--- config.mk ---
export PLATFORM = sky130hd
export DESIGN_NAME = mem_req_arbiter
export DESIGN_NICKNAME = d
export VERILOG_FILES = /design/src/rtl/mem_arb_pkg.sv /design/src/rtl/mem_arb_starve_ctr.sv /design/src/rtl/mem_req_arbiter.sv
export SDC_FILE = /design/constraint.sdc
export NUM_CORES = 1
export LEC_CHECK = 0
export CORE_MARGIN = 4
export CORE_UTILIZATION = 43
export DETAILED_ROUTE_END_ITERATION = 6
export HOLD_SLACK_MARGIN = 0.12
export MAX_ROUTING_LAYER = met4
export PLACE_DENSITY = 0.89
export SLEW_MARGIN = 0
export SYNTH_ARGS = -nofsm -noshare
export SYNTH_HDL_FRONTEND = slang
export SYNTH_SLANG_ARGS = --single-unit
--- constraint.sdc ---
create_clock -name clk -period 7.8 [get_ports clk]
set_clock_uncertainty 0.1 [all_clocks]
set_input_delay 1.17 -clock clk [delete_from_list [all_inputs] [get_ports clk]]
set_output_delay 1.17 -clock clk [all_outputs]
set_load 0.05 [all_outputs]
--- src/rtl/mem_arb_pkg.sv ---
// Shared encodings for the memory request arbiter: FSM states, grant owner
// codes and transfer size constants.
package mem_arb_pkg;

  typedef enum logic [2:0] {
    IDLE     = 3'd0,
    GRANT_IF = 3'd1,
    GRANT_LD = 3'd2,
    GRANT_ST = 3'd3,
    RESP     = 3'd4
  } arb_state_e;

  localparam logic [1:0] SRC_NONE = 2'd0;
  localparam logic [1:0] SRC_IF   = 2'd1;
  localparam logic [1:0] SRC_LD   = 2'd2;
  localparam logic [1:0] SRC_ST   = 2'd3;

  localparam logic [2:0] SZ_B = 3'd1;
  localparam logic [2:0] SZ_H = 3'd2;
  localparam logic [2:0] SZ_W = 3'd4;

endpackage

--- src/rtl/mem_arb_starve_ctr.sv ---
// Saturating count of arbitrations fetch has lost; raises force_if once the
// limit is reached so the next idle decision goes to fetch.
module mem_arb_starve_ctr #(
  parameter int LIMIT = 8
) (
  input  logic clk,
  input  logic rst,
  input  logic rdy,
  input  logic inc,
  input  logic clr,
  output logic force_if
);

  localparam int CW = $clog2(LIMIT + 1);
  localparam logic [CW-1:0] LIM = CW'(LIMIT);

  logic [CW-1:0] cnt;

  // Lost-arbitration counter, held while rdy is low
  always_ff @(posedge clk or posedge rst) begin
    if (rst) begin
      cnt <= '0;
    end else if (rdy) begin
      if (clr) begin
        cnt <= '0;
      end else if (inc && (cnt != LIM)) begin
        cnt <= cnt + 1'b1;
      end
    end
  end

  assign force_if = (cnt == LIM);

endmodule

--- src/rtl/mem_req_arbiter.sv ---
// Arbitrates fetch/load/store onto one byte-serial memory controller.
// Optional fetch anti-starvation is enabled with MEM_ARB_STARVE_EN.
module mem_req_arbiter
  import mem_arb_pkg::*;
#(
  parameter int ADDR_W       = 32,
  parameter int STARVE_LIMIT = 8
) (
  input  logic              clk,
  input  logic              rst,
  input  logic              rdy,
  input  logic              jump_rst,
  input  logic              if_req,
  input  logic [ADDR_W-1:0] if_addr,
  output logic              if_done,
  output logic [31:0]       if_data,
  input  logic              ld_req,
  input  logic [ADDR_W-1:0] ld_addr,
  input  logic [2:0]        ld_size,
  output logic              ld_done,
  output logic [31:0]       ld_data,
  input  logic              st_req,
  input  logic [ADDR_W-1:0] st_addr,
  input  logic [2:0]        st_size,
  input  logic [31:0]       st_data,
  output logic              st_done,
  output logic              mc_valid,
  output logic              mc_wr,
  output logic [ADDR_W-1:0] mc_addr,
  output logic [2:0]        mc_size,
  output logic [31:0]       mc_wdata,
  output logic              mc_abort,
  input  logic              mc_done,
  input  logic [31:0]       mc_rdata,
  output logic [1:0]        grant_src
);

  arb_state_e  state, state_nx;
  logic [1:0]  win;
  logic [1:0]  resp_src;
  logic [31:0] resp_data;
  logic        abort_go;
  logic        force_if;

`ifdef MEM_ARB_STARVE_EN
  logic starve_inc;
  logic starve_clr;

  assign starve_inc = (state == IDLE) && if_req && ((win == SRC_LD) || (win == SRC_ST));
  assign starve_clr = jump_rst || ((state == IDLE) && (win == SRC_IF));

  mem_arb_starve_ctr #(
    .LIMIT (STARVE_LIMIT)
  ) u_starve (
    .clk      (clk),
    .rst      (rst),
    .rdy      (rdy),
    .inc      (starve_inc),
    .clr      (starve_clr),
    .force_if (force_if)
  );
`else
  // A negative limit is meaningless, so this is the fixed-priority build.
  assign force_if = (STARVE_LIMIT < 0);
`endif

  // Arbitration decision and next-state selection
  always_comb begin
    state_nx = state;
    win      = SRC_NONE;
    abort_go = 1'b0;
    case (state)
      IDLE: begin
        // A flush blocks speculative winners but never a committed store.
        if (force_if && if_req && !jump_rst) begin
          win = SRC_IF;
        end else if (st_req) begin
          win = SRC_ST;
        end else if (ld_req && !jump_rst) begin
          win = SRC_LD;
        end else if (if_req && !jump_rst) begin
          win = SRC_IF;
        end else begin
          win = SRC_NONE;
        end
        case (win)
          SRC_IF:  state_nx = GRANT_IF;
          SRC_LD:  state_nx = GRANT_LD;
          SRC_ST:  state_nx = GRANT_ST;
          default: state_nx = IDLE;
        endcase
      end
      GRANT_IF, GRANT_LD: begin
        if (jump_rst) begin
          abort_go = 1'b1;
          state_nx = IDLE;
        end else if (mc_done) begin
          state_nx = RESP;
        end else begin
          state_nx = state;
        end
      end
      GRANT_ST: begin
        if (mc_done) begin
          state_nx = RESP;
        end else begin
          state_nx = state;
        end
      end
      RESP:    state_nx = IDLE;
      default: state_nx = IDLE;
    endcase
  end

  // FSM state register
  always_ff @(posedge clk or posedge rst) begin
    if (rst) begin
      state <= IDLE;
    end else if (rdy) begin
      state <= state_nx;
    end
  end

  // Registered controller request, grant owner and response steering
  always_ff @(posedge clk or posedge rst) begin
    if (rst) begin
      mc_valid  <= 1'b0;
      mc_wr     <= 1'b0;
      mc_addr   <= '0;
      mc_size   <= 3'd0;
      mc_wdata  <= 32'h0;
      mc_abort  <= 1'b0;
      grant_src <= SRC_NONE;
      if_done   <= 1'b0;
      if_data   <= 32'h0;
      ld_done   <= 1'b0;
      ld_data   <= 32'h0;
      st_done   <= 1'b0;
      resp_src  <= SRC_NONE;
      resp_data <= 32'h0;
    end else if (rdy) begin
      mc_abort <= 1'b0;
      if_done  <= 1'b0;
      ld_done  <= 1'b0;
      st_done  <= 1'b0;
      case (state)
        IDLE: begin
          case (win)
            SRC_IF: begin
              mc_addr  <= if_addr;
              mc_size  <= SZ_W;
              mc_wdata <= 32'h0;
            end
            SRC_LD: begin
              mc_addr  <= ld_addr;
              mc_size  <= ld_size;
              mc_wdata <= 32'h0;
            end
            SRC_ST: begin
              mc_addr  <= st_addr;
              mc_size  <= st_size;
              mc_wdata <= st_data;
            end
            default: ;
          endcase
          mc_valid  <= (win != SRC_NONE);
          mc_wr     <= (win == SRC_ST);
          grant_src <= win;
        end
        GRANT_IF, GRANT_LD, GRANT_ST: begin
          if (abort_go) begin
            mc_valid  <= 1'b0;
            mc_wr     <= 1'b0;
            mc_abort  <= 1'b1;
            grant_src <= SRC_NONE;
          end else if (mc_done) begin
            mc_valid  <= 1'b0;
            mc_wr     <= 1'b0;
            grant_src <= SRC_NONE;
            resp_src  <= grant_src;
            resp_data <= mc_rdata;
          end
        end
        RESP: begin
          if (!(jump_rst && (resp_src != SRC_ST))) begin
            case (resp_src)
              SRC_IF: begin
                if_done <= 1'b1;
                if_data <= resp_data;
              end
              SRC_LD: begin
                ld_done <= 1'b1;
                ld_data <= resp_data;
              end
              SRC_ST:  st_done <= 1'b1;
              default: ;
            endcase
          end
        end
        default: begin
          mc_valid  <= 1'b0;
          mc_wr     <= 1'b0;
          grant_src <= SRC_NONE;
        end
      endcase
    end
  end

endmodule

Word-level counts from Yosys, hierarchy flattened
Index checks and enable logic that the tools add are counted.
{"block": "op_classes", "n_eq_ne": 15, "muxes": 32, "bitwise": 3, "reduce_logical": 17}
{"op": "$pmux 32 s3", "n": 1}
{"op": "$pmux 32 s2", "n": 1}
{"op": "$pmux 3 s3", "n": 2}
{"op": "$mux 1", "n": 16}
{"op": "$eq 2x2->1 const B", "n": 6}
{"op": "$mux 2", "n": 6}
{"op": "$pmux 2 s3", "n": 2}
{"op": "$reduce_and 4->1", "n": 3}
{"op": "$reduce_and 3->1", "n": 3}
{"op": "$eq 2x1->1 const B", "n": 3}
{"op": "$eq 3x2->1 const B", "n": 2}
{"op": "$mux 3", "n": 2}
{"op": "$pmux 1 s3", "n": 2}
{"op": "$reduce_bool 2->1", "n": 2}
{"op": "$reduce_or 2->1", "n": 2}
{"op": "$eq 3x1->1 const B", "n": 1}
{"op": "$eq 3x3->1 const B", "n": 1}
{"op": "$logic_and 1x1->1", "n": 3}
{"op": "$logic_not 3->1", "n": 1}
{"op": "$ne 3x3->1 const B", "n": 1}
{"op": "$not 1->1", "n": 3}
{"op": "$reduce_bool 3->1", "n": 1}
{"op": "$reduce_or 3->1", "n": 1}
{"op": "$ne 2x2->1 const B", "n": 1}
{"op": "$logic_not 1->1", "n": 1}
{"block": "totals", "reg_bits": 176, "input_bits": 174}

Depth between registers and ports, before layout
Gate-level depths: netlist of the first run.
{"block": "logic_depth", "ltp_word": 11, "ltp_mapped": 7, "depth_no_buf": 4}

Worst setup path after synthesis of the first run
No wires, ideal clock.
{"block": "synth_path", "path_kind": "input to register", "startpoint": "input port jump_rst", "endpoint": "register mc_size[0]", "arrival_time_ns": 2.377, "required_time_ns": 7.573, "slack_ns": 5.195, "cell_stages": 6, "path_buffers": 2, "cell_sequence": "nor3b_1 or2_2 buf_2 buf_2 mux2i_1 o21ai_0"}
{"block": "synth_via", "elab_chain_len": 10, "word_cells_on_any_way": 14, "cone_classes": "eq/ne: 3; mux: 6; reduce/logical: 5"}
{"element": "start, declared", "line_no": "mem_req_arbiter.sv:12", "text": "input logic jump_rst,"}
{"element": "$logic_not 1->1 (*)", "line_no": "mem_req_arbiter.sv:79, mem_req_arbiter.sv:81"}
{"element": "$logic_and 1x1->1", "line_no": "mem_req_arbiter.sv:81", "text": "end else if (if_req && !jump_rst) begin"}
{"element": "$mux 1", "line_no": "mem_req_arbiter.sv:81"}
{"element": "$mux 2 (*)", "line_no": "mem_req_arbiter.sv:79", "text": "end else if (ld_req && !jump_rst) begin"}
{"element": "$mux 2 (*)", "line_no": "mem_req_arbiter.sv:77", "text": "end else if (st_req) begin"}
{"element": "$mux 2 (*) (2 in series)", "line_no": "mem_req_arbiter.sv:72", "text": "case (state)"}
{"element": "$eq 2x2->1 or $eq 2x1->1 (tied branches)", "line_no": "mem_req_arbiter.sv:148", "text": "case (win)"}
{"element": "$reduce_bool 3->1 (no line)"}
{"element": "$reduce_and 3->1 (no line)"}
{"element": "end signal, assigned", "line_no": "mem_req_arbiter.sv:156", "text": "mc_size <= ld_size;"}
{"element": "end signal, assigned", "line_no": "mem_req_arbiter.sv:161", "text": "mc_size <= st_size;"}
{"element": "end, declared", "line_no": "mem_req_arbiter.sv:30", "text": "output logic [2:0] mc_size,"}
Every way passes the cells marked *; elsewhere a longest branch is shown, timed or not. The select of a mux whose other input is x is not followed.
A chain may end at the register's enable or synchronous reset.

Final worst setup path of the first run
{"block": "layout_path", "startpoint": "input port rdy", "endpoint": "register mc_addr[10]"}
{"block": "layout_via", "elab_chain_len": 1}
{"element": "start, declared", "line_no": "mem_req_arbiter.sv:11", "text": "input logic rdy,"}
{"element": "$reduce_and 3->1 (no line)"}
{"element": "end signal, assigned", "line_no": "mem_req_arbiter.sv:150", "text": "mc_addr <= if_addr;"}
{"element": "end signal, assigned", "line_no": "mem_req_arbiter.sv:155", "text": "mc_addr <= ld_addr;"}
{"element": "end signal, assigned", "line_no": "mem_req_arbiter.sv:160", "text": "mc_addr <= st_addr;"}
{"element": "end, declared", "line_no": "mem_req_arbiter.sv:29", "text": "output logic [ADDR_W-1:0] mc_addr,"}
Every way passes these cells.

==> results of run 1 <==
==> worst max-delay path: cells and delay by family <==
family	cells	cell delay [ns]
AOI/OAI and AO/OA	3	1.38
and+or+nand+nor	1	0.57
buffers and inverters	1	0.64
==> power by group through the flow <==
stage	Combinational (mW)	Clock [mW]	Sequential, mW
after floorplan	0.559	0	2.33
final	2.19	0.812	1.49
after detailed placement	2.20	0	1.50
after CTS	2.21	0.833	1.49
after global placement	2.17	0	1.48
after global routing	2.30	0.873	1.54
==> stage by stage <==
step                power [mW]  area (sq um)  hold WS (ns)
global route              4.71         11200         0.398
finish                    4.48         11200         0.376
detailed placement        3.71         10600         0.366
CTS                       4.54         11200         0.380
global placement          3.65         10600         0.360
floorplan                 2.89          7360         0.395
==> final timing paths <==
check	from	endpoint	slack, ns	cells past startpoint
min in group asynchronous	rst	mc_wdata[6]$_DFFE_PP0P_	1.20	2
worst min register to register	mc_valid$_DFFE_PP0P_	mc_valid$_DFFE_PP0P_	0.38	1
max in group asynchronous	rst	mc_addr[9]$_DFFE_PP0P_	4.83	3
worst max-delay path	rdy	mc_addr[10]$_DFFE_PP0P_	4.26	5
worst min-delay path	mc_valid$_DFFE_PP0P_	mc_valid$_DFFE_PP0P_	0.38	1
worst max register to register	state[1]$_DFFE_PP0P_	ld_data[1]$_DFFE_PP0P_	5.14	4
==> registers in the layout, indices dropped and copies added (netlist names) <==
signal,cells
if_data,32
ld_data,32
mc_addr,32
mc_wdata,32
resp_data,32
mc_size,3
state,3
grant_src,2
resp_src,2
if_done,1
ld_done,1
mc_abort,1
mc_valid,1
mc_wr,1
st_done,1
==> layer usage <==
| layer | GRT usage | vias to the layer above |
|---|---|---|
| li1 | - | 2645 |
| met1 | 0.265 | 2747 |
| met2 | 0.379 | 240 |
| met3 | 0.0697 | 40 |
| met4 | 0.0901 | 0 |
| met5 | - | - |
==> layout by cell type (no fill, tap or decap), drive strengths merged, types with 4 or more instances in the layout <==
master | Yosys | layout
o21ai | 71 | 71
nor2 | 4 | 4
a211oi | 32 | 32
buf | 14 | 7
clkdlybuf4s50 | 0 | 312
inv | 4 | 10
nor3b | 34 | 34
dfrtp | 176 | 176
clkinv | 0 | 4
nand2 | 39 | 39
mux2 | 98 | 98
a22o | 34 | 34
clkbuf | 30 | 19
a21o | 6 | 6
==> logic make-up (layout without fill, tap and decap cells) <==
| kind of cell | count (synthesis) | after routing | synth area share |
|---|---|---|---|
| compound gates | 150 | 150 | 0.135 |
| xor+xnor | 1 | 1 | 0.00119 |
| buf+inv | 48 | 355 | 0.0292 |
| flops | 176 | 176 | 0.598 |
| mux | 101 | 101 | 0.169 |
| other cells | 0 | 3 | 0 |
| simple gates | 86 | 86 | 0.0672 |
==> cell type report <==
type	count	share of cell area
antenna	3	0.000670
timing repair buffer	319	0.283
sequential	176	0.393
inverter	4	0.00179
clock inverter	13	0.0110
multi-input combinational	338	0.246
clock buffer	19	0.0395
tap	220	0.0246
==> flow_metrics.env, run 1 <==
export IMPL_crit_path_max_fanout=35
export IMPL_synth_distinct_cells=34
export IMPL_syn_area_sq_mm=0.00736
export IMPL_fill_cells=1233
export IMPL_io_pins=313
export IMPL_power_frac_comb=0.488
export IMPL_setup_tns_final_ns=0
export IMPL_cts_setup_buffers=0
export IMPL_fin_ws_ns=4.26
export IMPL_hold_buffers=0
export IMPL_start_util=0.441
export IMPL_critPathLaunchType="input pin"
export IMPL_powerDensity_mw_per_mm2=400
export IMPL_synthArstFlopShare=1.00
export IMPL_synth_top_cell_by_area="dfrtp_1"
export IMPL_synthFlopType="dfrtp_1"
export IMPL_cts_buffers=17
export IMPL_post_route_util=0.671
export IMPL_synth_seq_area_share=0.598
export IMPL_max_clock_freq_mhz=282
export IMPL_avgViaCountPerCell=5.19
export IMPL_relSlewSlack=0.272
export IMPL_clock_sinks=176
export IMPL_synth_most_common_cell="dfrtp_1"
export IMPL_multiInputGateArea_sq_mm=0.00276
export IMPL_wire_per_inst_um=19.8
export IMPL_dp_cells=1057
export IMPL_grt_pass1_vias=6115
export IMPL_area_growth_pct=52.3
export IMPL_die_w_um=139
export IMPL_wl_met1_um=8700
export IMPL_htree_levels=4
export IMPL_dieArea_sq_mm=0.0193
export IMPL_worst_path_max_delay_cell="o21a_1"
export IMPL_wirelength_um=21600
export IMPL_crit_top_cell="o21ai_0"
export IMPL_dp_slack_ns=3.78
export IMPL_syn_instance_count=562
export IMPL_fin_crit_sh=0.454
export IMPL_die_h_um=139
export IMPL_seq_area_sq_mm=0.00440
export IMPL_grt_max_degree=95
export IMPL_power_frac_clock=0.181
export IMPL_p_leak_nw=4.89
export IMPL_arrival_ns=3.78
export IMPL_clk_latency_ns=0.41
export IMPL_dpl_hpwl_um=15700
export IMPL_instances_no_fill=1092
export IMPL_status="finished, final reports clean"
export IMPL_seqPwrFrac=0.331
export IMPL_vdd_ir_drop_max_mv=0.249
export IMPL_cts_root_buf="clkbuf_16"
export IMPL_cp_slowest_stage_delay_ns=0.93
export IMPL_worst_pin_slew_ns=1.09
export IMPL_drt_iter0_drc=260
export IMPL_grt_usage=0.230
export IMPL_cts_clk_slew_worst_paths_ns=0.07
export IMPL_met3_length_um=1520
export IMPL_num_rows=47
export IMPL_required_ns=8.04
export IMPL_critical_path_class="in -> reg"
export IMPL_nets=1030
export IMPL_port_buffers=312
export IMPL_grt_pass1_wl_um=33900
export IMPL_synthTopCellsByCount="dfrtp_1 (176), mux2_2 (69), o21ai_0 (69)"
export IMPL_yosys_top_cells_area="dfrtp_1 (60%), mux2_2 (11%), mux2_4 (5.9%)"
export IMPL_rsz0062_at_grt="no"
export IMPL_switching_share=0.442
export IMPL_min_period_ns=3.54
export IMPL_cts_resized=0
export IMPL_syn_avg_cell_area_sq_um=13.1
export IMPL_drive_above_1_share=0.168
export IMPL_synth_edf_count=0
export IMPL_grt_overflow=0
export IMPL_hp_class="reg -> reg"
export IMPL_synth_seq_cells=176
export IMPL_core_sq_mm=0.0167
export IMPL_hold_viol=0
export IMPL_ys_warn_count=0
export IMPL_finalMaxSlewViolations=0
export IMPL_vias=5672
export IMPL_synth_fp_nets=736
export IMPL_setup_viol=0
export IMPL_top_layer="met4"
export IMPL_internal_power_mw=2.50
export IMPL_place_congestion=0.819
export IMPL_endpoint_kind="flop"
export IMPL_antenna_left=0
export IMPL_antenna_found_initial=3
export IMPL_path_cells="clkdlybuf4s50_1, nor4b_2, o21a_1, o21ai_0, o21ai_0"
export IMPL_tritoncts="yes"
export IMPL_p_sw_mw=1.98
export IMPL_cap_violations=0
export IMPL_dr_pass1_iters=4
export IMPL_clock_path_buffers=2
export IMPL_dr_wl_met2_um=10700
export IMPL_drc=0
export IMPL_synth_top_area_share=0.598
(Power assumes the default switching activity.)
==> inputs of run 2 (changes only) <==
==> constraint.sdc (replaced) <==
create_clock -name clk -period 3.32 [get_ports clk]
set_clock_uncertainty 0.1 [all_clocks]
set_input_delay 0.498 -clock clk [delete_from_list [all_inputs] [get_ports clk]]
set_output_delay 0.498 -clock clk [all_outputs]
set_load 0.05 [all_outputs]
==> run 2 against run 1 <==
  * Critical endpoint is now mc_size[2]$_DFFE_PP0P_
  * Critical path depth did not move
  * Highest routed layer unchanged
  * Sequential share of layout area fell by 0.44 points
  * Core utilization up 0.76 points
  * First-iteration DRC count shrank 9.2%
  * Clock-buffer cell count did not move
  * Sequential power increased by 140%
  * Sequential cell count unchanged
==> flow_metrics.env, run 2 (synthesis gave the netlist of run 1 again) <==
export IMPL_drc=0
export IMPL_wire_per_inst_um=20.2
export IMPL_core_sq_mm=0.0167
export IMPL_cp_slowest_stage_delay_ns=0.70
export IMPL_clock_sinks=176
export IMPL_worst_path_max_delay_cell="or2_2"
export IMPL_path_cells="clkdlybuf4s50_1, nor3b_2, or2_2, mux2i_1, a21oi_1"
export IMPL_status="finished, final reports clean"
export IMPL_placed_area_sq_mm=0.0108
export IMPL_wirelength_um=22200
export IMPL_endpoint_kind="flop"
export IMPL_antenna_found_initial=1
export IMPL_grt_usage=0.234
export IMPL_power_mw=10.6
export IMPL_required_ns=3.52
export IMPL_vias=5794
export IMPL_die_w_um=139
export IMPL_arrival_ns=2.60
export IMPL_nets=1040
export IMPL_avgViaCountPerCell=5.28
export IMPL_dp_slack_ns=0.508
export IMPL_critical_path_class="in -> reg"
export IMPL_worst_pin_slew_ns=0.853
export IMPL_cts_root_buf="clkbuf_16"
export IMPL_rsz0062_at_grt="no"
export IMPL_max_clock_freq_mhz=417
export IMPL_start_util=0.441
export IMPL_cts_clk_slew_worst_paths_ns=0.06
export IMPL_dieArea_sq_mm=0.0193
export IMPL_grt_pass1_vias=6167
export IMPL_clk_latency_ns=0.41
export IMPL_post_route_util=0.679
export IMPL_dr_pass1_iters=4
export IMPL_min_period_ns=2.40
export IMPL_instances_no_fill=1098
export IMPL_io_pins=313
export IMPL_setup_tns_final_ns=0
export IMPL_antenna_left=0
export IMPL_die_h_um=139
export IMPL_path_buf_inv=1
export IMPL_place_congestion=0.850
export IMPL_drt_iter0_drc=236
export IMPL_mostFrequentLayoutCells="clkdlybuf4s50_1 (312), dfrtp_1 (176), o21ai_0 (69), mux2_2 (69), nand2_1 (39)"
export IMPL_powerDensity_mw_per_mm2=938
export IMPL_finalMaxSlewViolations=0
export IMPL_critPathLaunchType="input pin"
export IMPL_hold_viol=0
export IMPL_tritoncts="yes"
export IMPL_vdd_ir_drop_max_mv=0.490
export IMPL_port_buffers=312
export IMPL_p_leak_nw=4.94
export IMPL_mostFrequentLayoutCell="clkdlybuf4s50_1"
export IMPL_cts_setup_buffers=0
export IMPL_num_rows=47
export IMPL_grt_overflow=0
export IMPL_crit_path_max_fanout=37
export IMPL_hold_buffers=0
export IMPL_finalHoldWorstSlack_ns=0.376
export IMPL_cts_buffers=17
export IMPL_grt_max_degree=57
export IMPL_cts_resized=0
export IMPL_htree_levels=4
export IMPL_relSlewSlack=0.432
export IMPL_finish_instance_area_sq_mm=0.0113
export IMPL_cap_violations=0
export IMPL_area_growth_pct=54.1
export IMPL_dp_cells=1067
export IMPL_fin_ws_ns=0.920
export IMPL_fin_crit_sh=0.723
export IMPL_hp_class="reg -> reg"
export IMPL_critical_path_top_delay_family="simple AND/OR/NAND/NOR gates"
export IMPL_grt_pass1_wl_um=34200
export IMPL_clock_path_buffers=2
export IMPL_drive_above_1_share=0.177
export IMPL_dpl_hpwl_um=16300
export IMPL_setup_viol=0
==> run 2: cell count changes in the layout (fill, tap and decap cells not counted) <==
cell and change:
clkinvlp_4 +3, buf_12 +5, inv_8 -3, inv_6 -2, clkbuf_1 -1, clkinv_8 -1
clkbuf_8 +1, bufinv_16 +1, buf_4 +5, diode_2 -2
==> run 2: final timing paths <==
path | endpoint | from | slack [ns] | depth (start not counted)
worst min register to register | mc_addr[0]$_DFFE_PP0P_ | mc_addr[0]$_DFFE_PP0P_ | 0.38 | 2
worst min-delay path | mc_addr[0]$_DFFE_PP0P_ | mc_addr[0]$_DFFE_PP0P_ | 0.38 | 2
max in group asynchronous | mc_addr[1]$_DFFE_PP0P_ | rst | 1.91 | 3
worst max register to register | ld_data[2]$_DFFE_PP0P_ | state[1]$_DFFE_PP0P_ | 0.98 | 5
min in group asynchronous | if_data[25]$_DFFE_PP0P_ | rst | 0.45 | 2
worst max-delay path | mc_size[2]$_DFFE_PP0P_ | jump_rst | 0.92 | 5
==> run 2: layout make-up <==
| cell class | instances | area [sq um] |
|---|---|---|
| well taps | 220 | 275 |
| flip-flops and latches | 176 | 4400 |
| multi-input cells | 338 | 2760 |
| clock inverters | 11 | 110 |
| repair buffers | 329 | 3310 |
| inverters | 4 | 18.8 |
| diodes | 1 | 2.50 |
| clock buffers | 19 | 453 |
| fillers | 1231 | 5360 |
==> run 2: metal layers <==
layer  wire length, um  track usage
met3              1470       0.0645
met2             11200        0.390
met4               503       0.0767
met1              9040        0.276
met5                 0            -
==> run 2: report_power, final <==
part,leakage (nW),switching [mW],internal [mW]
combinational,2.40,3.25,1.97
clock,0.261,0.848,1.07
sequential,2.28,0.540,2.96
total,4.94,4.64,6.00
==> run 2: worst register-to-register path: stages (launching register included) <==
cell	delay, ns
dfrtp_1	0.47
nor3b_2	0.27
nand2_1	0.10
or4_2	0.54
buf_4	0.33
mux2_4	0.41
==> inputs of run 3 (changes only) <==
--- a/config.mk
+++ b/config.mk
@@ -6,11 +6,11 @@
 export NUM_CORES = 1
 export LEC_CHECK = 0
 export CORE_MARGIN = 4
-export CORE_UTILIZATION = 43
+export CORE_UTILIZATION = 39
 export DETAILED_ROUTE_END_ITERATION = 6
 export HOLD_SLACK_MARGIN = 0.12
 export MAX_ROUTING_LAYER = met4
-export PLACE_DENSITY = 0.89
+export PLACE_DENSITY = 0.85
 export SLEW_MARGIN = 0
 export SYNTH_ARGS = -nofsm -noshare
 export SYNTH_HDL_FRONTEND = slang
==> constraint.sdc (replaced) <==
create_clock -name clk -period 2.2 [get_ports clk]
set_clock_uncertainty 0.1 [all_clocks]
set_input_delay 0.33 -clock clk [delete_from_list [all_inputs] [get_ports clk]]
set_output_delay 0.33 -clock clk [all_outputs]
set_load 0.05 [all_outputs]
==> run 3 against run 2 <==
  * Setup slack worse by 0.81 ns
  * Global-route usage down 2.2 points
  * Non-clock buffer count up 16
  * Core utilization down 4.4 points
  * Critical path depth down 4
  * Combinational power up 54%
  * Routed wire length down 1.7%
  * Cell count up 2.5%
  * Power up 53%
  * Critical endpoint is now if_done
  * Largest power group unchanged
==> flow_metrics.env, run 3 (synthesis gave the netlist of run 1 again) <==
export IMPL_min_period_ns=2.09
export IMPL_vdd_ir_drop_max_mv=0.877
export IMPL_cap_violations=0
export IMPL_dp_slack_ns=-0.0972
export IMPL_r2r_end="ld_data[9]$_DFFE_PP0P_"
export IMPL_relSlewSlack=0.613
export IMPL_path_buf_inv=1
export IMPL_tritoncts="yes"
export IMPL_start_util=0.403
export IMPL_io_pins=313
export IMPL_whs_path_depth=1
export IMPL_rsz0062_at_grt="no"
export IMPL_fin_ws_ns=0.113
export IMPL_grt_pass1_wl_um=34500
export IMPL_grt_max_degree=82
export IMPL_setup_tns_final_ns=0
export IMPL_worst_hold_path_endpoint="mc_wr$_DFFE_PP0P_"
export IMPL_setup_viol=0
export IMPL_worst_pin_slew_ns=0.579
export IMPL_cts_buffers=17
export IMPL_hold_start="mc_wr$_DFFE_PP0P_"
export IMPL_worst_path_max_delay_cell="clkdlybuf4s50_1"
export IMPL_finalMaxSlewViolations=0
export IMPL_place_congestion=0.812
export IMPL_p_leak_nw=5.09
export IMPL_clock_sinks=176
export IMPL_dieArea_sq_mm=0.0211
export IMPL_antenna_left=0
export IMPL_vias=5808
export IMPL_endpoint_kind="primary output"
export IMPL_dr_pass1_iters=4
export IMPL_max_clock_freq_mhz=479
export IMPL_port_buffers=312
export IMPL_fill_cells=1406
export IMPL_grt_pass1_vias=6126
export IMPL_r2r_worst_path_cells=5
export IMPL_finalHoldWorstSlack_ns=0.375
export IMPL_hold_viol=0
export IMPL_num_rows=49
export IMPL_instances_no_fill=1125
export IMPL_dpl_hpwl_um=16500
export IMPL_fin_crit_sh=0.949
export IMPL_hp_class="reg -> reg"
export IMPL_wirelength_um=21800
export IMPL_critical_path_class="reg -> out"
export IMPL_post_route_util=0.635
export IMPL_grt_overflow=0
export IMPL_area_growth_pct=57.6
export IMPL_clk_latency_ns=0.42
export IMPL_cp_slowest_stage_delay_ns=0.83
export IMPL_critPathLaunchType="flop"
export IMPL_mostFrequentLayoutCells="clkdlybuf4s50_1 (311), dfrtp_1 (176), o21ai_0 (69), mux2_2 (69), nand2_1 (39)"
export IMPL_required_ns=1.77
export IMPL_drive_above_1_share=0.193
export IMPL_grt_usage=0.212
export IMPL_path_cells="clkdlybuf4s50_1"
export IMPL_wire_per_inst_um=19.4
export IMPL_critical_path_top_delay_family="buffers and inverters"
export IMPL_regToRegStartpoint="state[1]$_DFFE_PP0P_"
export IMPL_antenna_found_initial=1
export IMPL_drc=0
export IMPL_die_h_um=145
export IMPL_cts_clk_slew_worst_paths_ns=0.07
export IMPL_cts_setup_buffers=0
export IMPL_htree_levels=4
export IMPL_cts_root_buf="clkbuf_16"
export IMPL_arrival_ns=1.66
export IMPL_crit_path_max_fanout=2
export IMPL_status="finished, final reports clean"
export IMPL_nets=1056
export IMPL_dp_cells=1091
export IMPL_clock_path_buffers=2
export IMPL_core_sq_mm=0.0183
export IMPL_drt_iter0_drc=217
export IMPL_die_w_um=145
export IMPL_reg2reg_slack_ns=0.14
export IMPL_powerDensity_mw_per_mm2=1410
export IMPL_avgViaCountPerCell=5.16
export IMPL_mostFrequentLayoutCell="clkdlybuf4s50_1"
-- run 3: changes by cell type in the layout (fill, tap and decap cells not counted), sizes merged --
| cell | change |
|---|---|
| inv | +5 |
| clkinvlp | -5 |
| clkinv | +4 |
| clkdlybuf4s50 | -1 |
| buf | +16 |
| clkbuf | -2 |
| dlygate4sd3 | +1 |
-- run 3: layer usage --
metal | share of wire | vias up | GRT usage
li1 | - | 2696 | -
met1 | 0.40 | 2852 | 0.244
met2 | 0.52 | 239 | 0.363
met3 | 0.076 | 21 | 0.0701
met4 | 0.014 | 0 | 0.0451
met5 | 0 | - | -
-- run 3: how the worst max path moves through the flow --
stage,from,to,cells after the start
finish,if_done$_DFFE_PP0P_,if_done,1
global route,state[1]$_DFFE_PP0P_,ld_data[9]$_DFFE_PP0P_,5
CTS,mc_addr[29]$_DFFE_PP0P_,mc_addr[29],1
detailed placement,rdy,ld_data[23]$_DFFE_PP0P_,5
global placement,rdy,ld_data[21]$_DFFE_PP0P_,5
floorplan,rst,grant_src[0]$_DFFE_PP0P_,1
-- run 3: repair_timing --
action                    in CTS  in global routing
hold buffers                   1                  0
hold endpoints to repair       5                  0
resized for setup              0                  0
-- run 3: power by group --
| part | total, mW | switching, mW | internal (mW) |
|---|---|---|---|
| clock network | 3.01 | 1.39 | 1.62 |
| registers | 5.26 | 0.788 | 4.47 |
| logic | 8.06 | 4.95 | 3.11 |
| total | 16.3 | 7.13 | 9.20 |
-- run 3: final cells by class --
type	count	area, sq um	share of cell area
clock buffer	17	425	0.0367
antenna	1	2.50	0.000216
timing repair buffer	345	3530	0.305
clock inverter	15	168	0.0145
multi-input combinational	338	2760	0.238
sequential	176	4400	0.380
tap	229	287	0.0247
inverter	4	18.8	0.00162
-- run 3: through the flow --
step,instance area (sq um),total power [mW]
finish,11600,16.3
floorplan,7360,10.2
CTS,11600,16.5
global route,11600,17.1
global placement,11000,13.2
detailed placement,11000,13.4
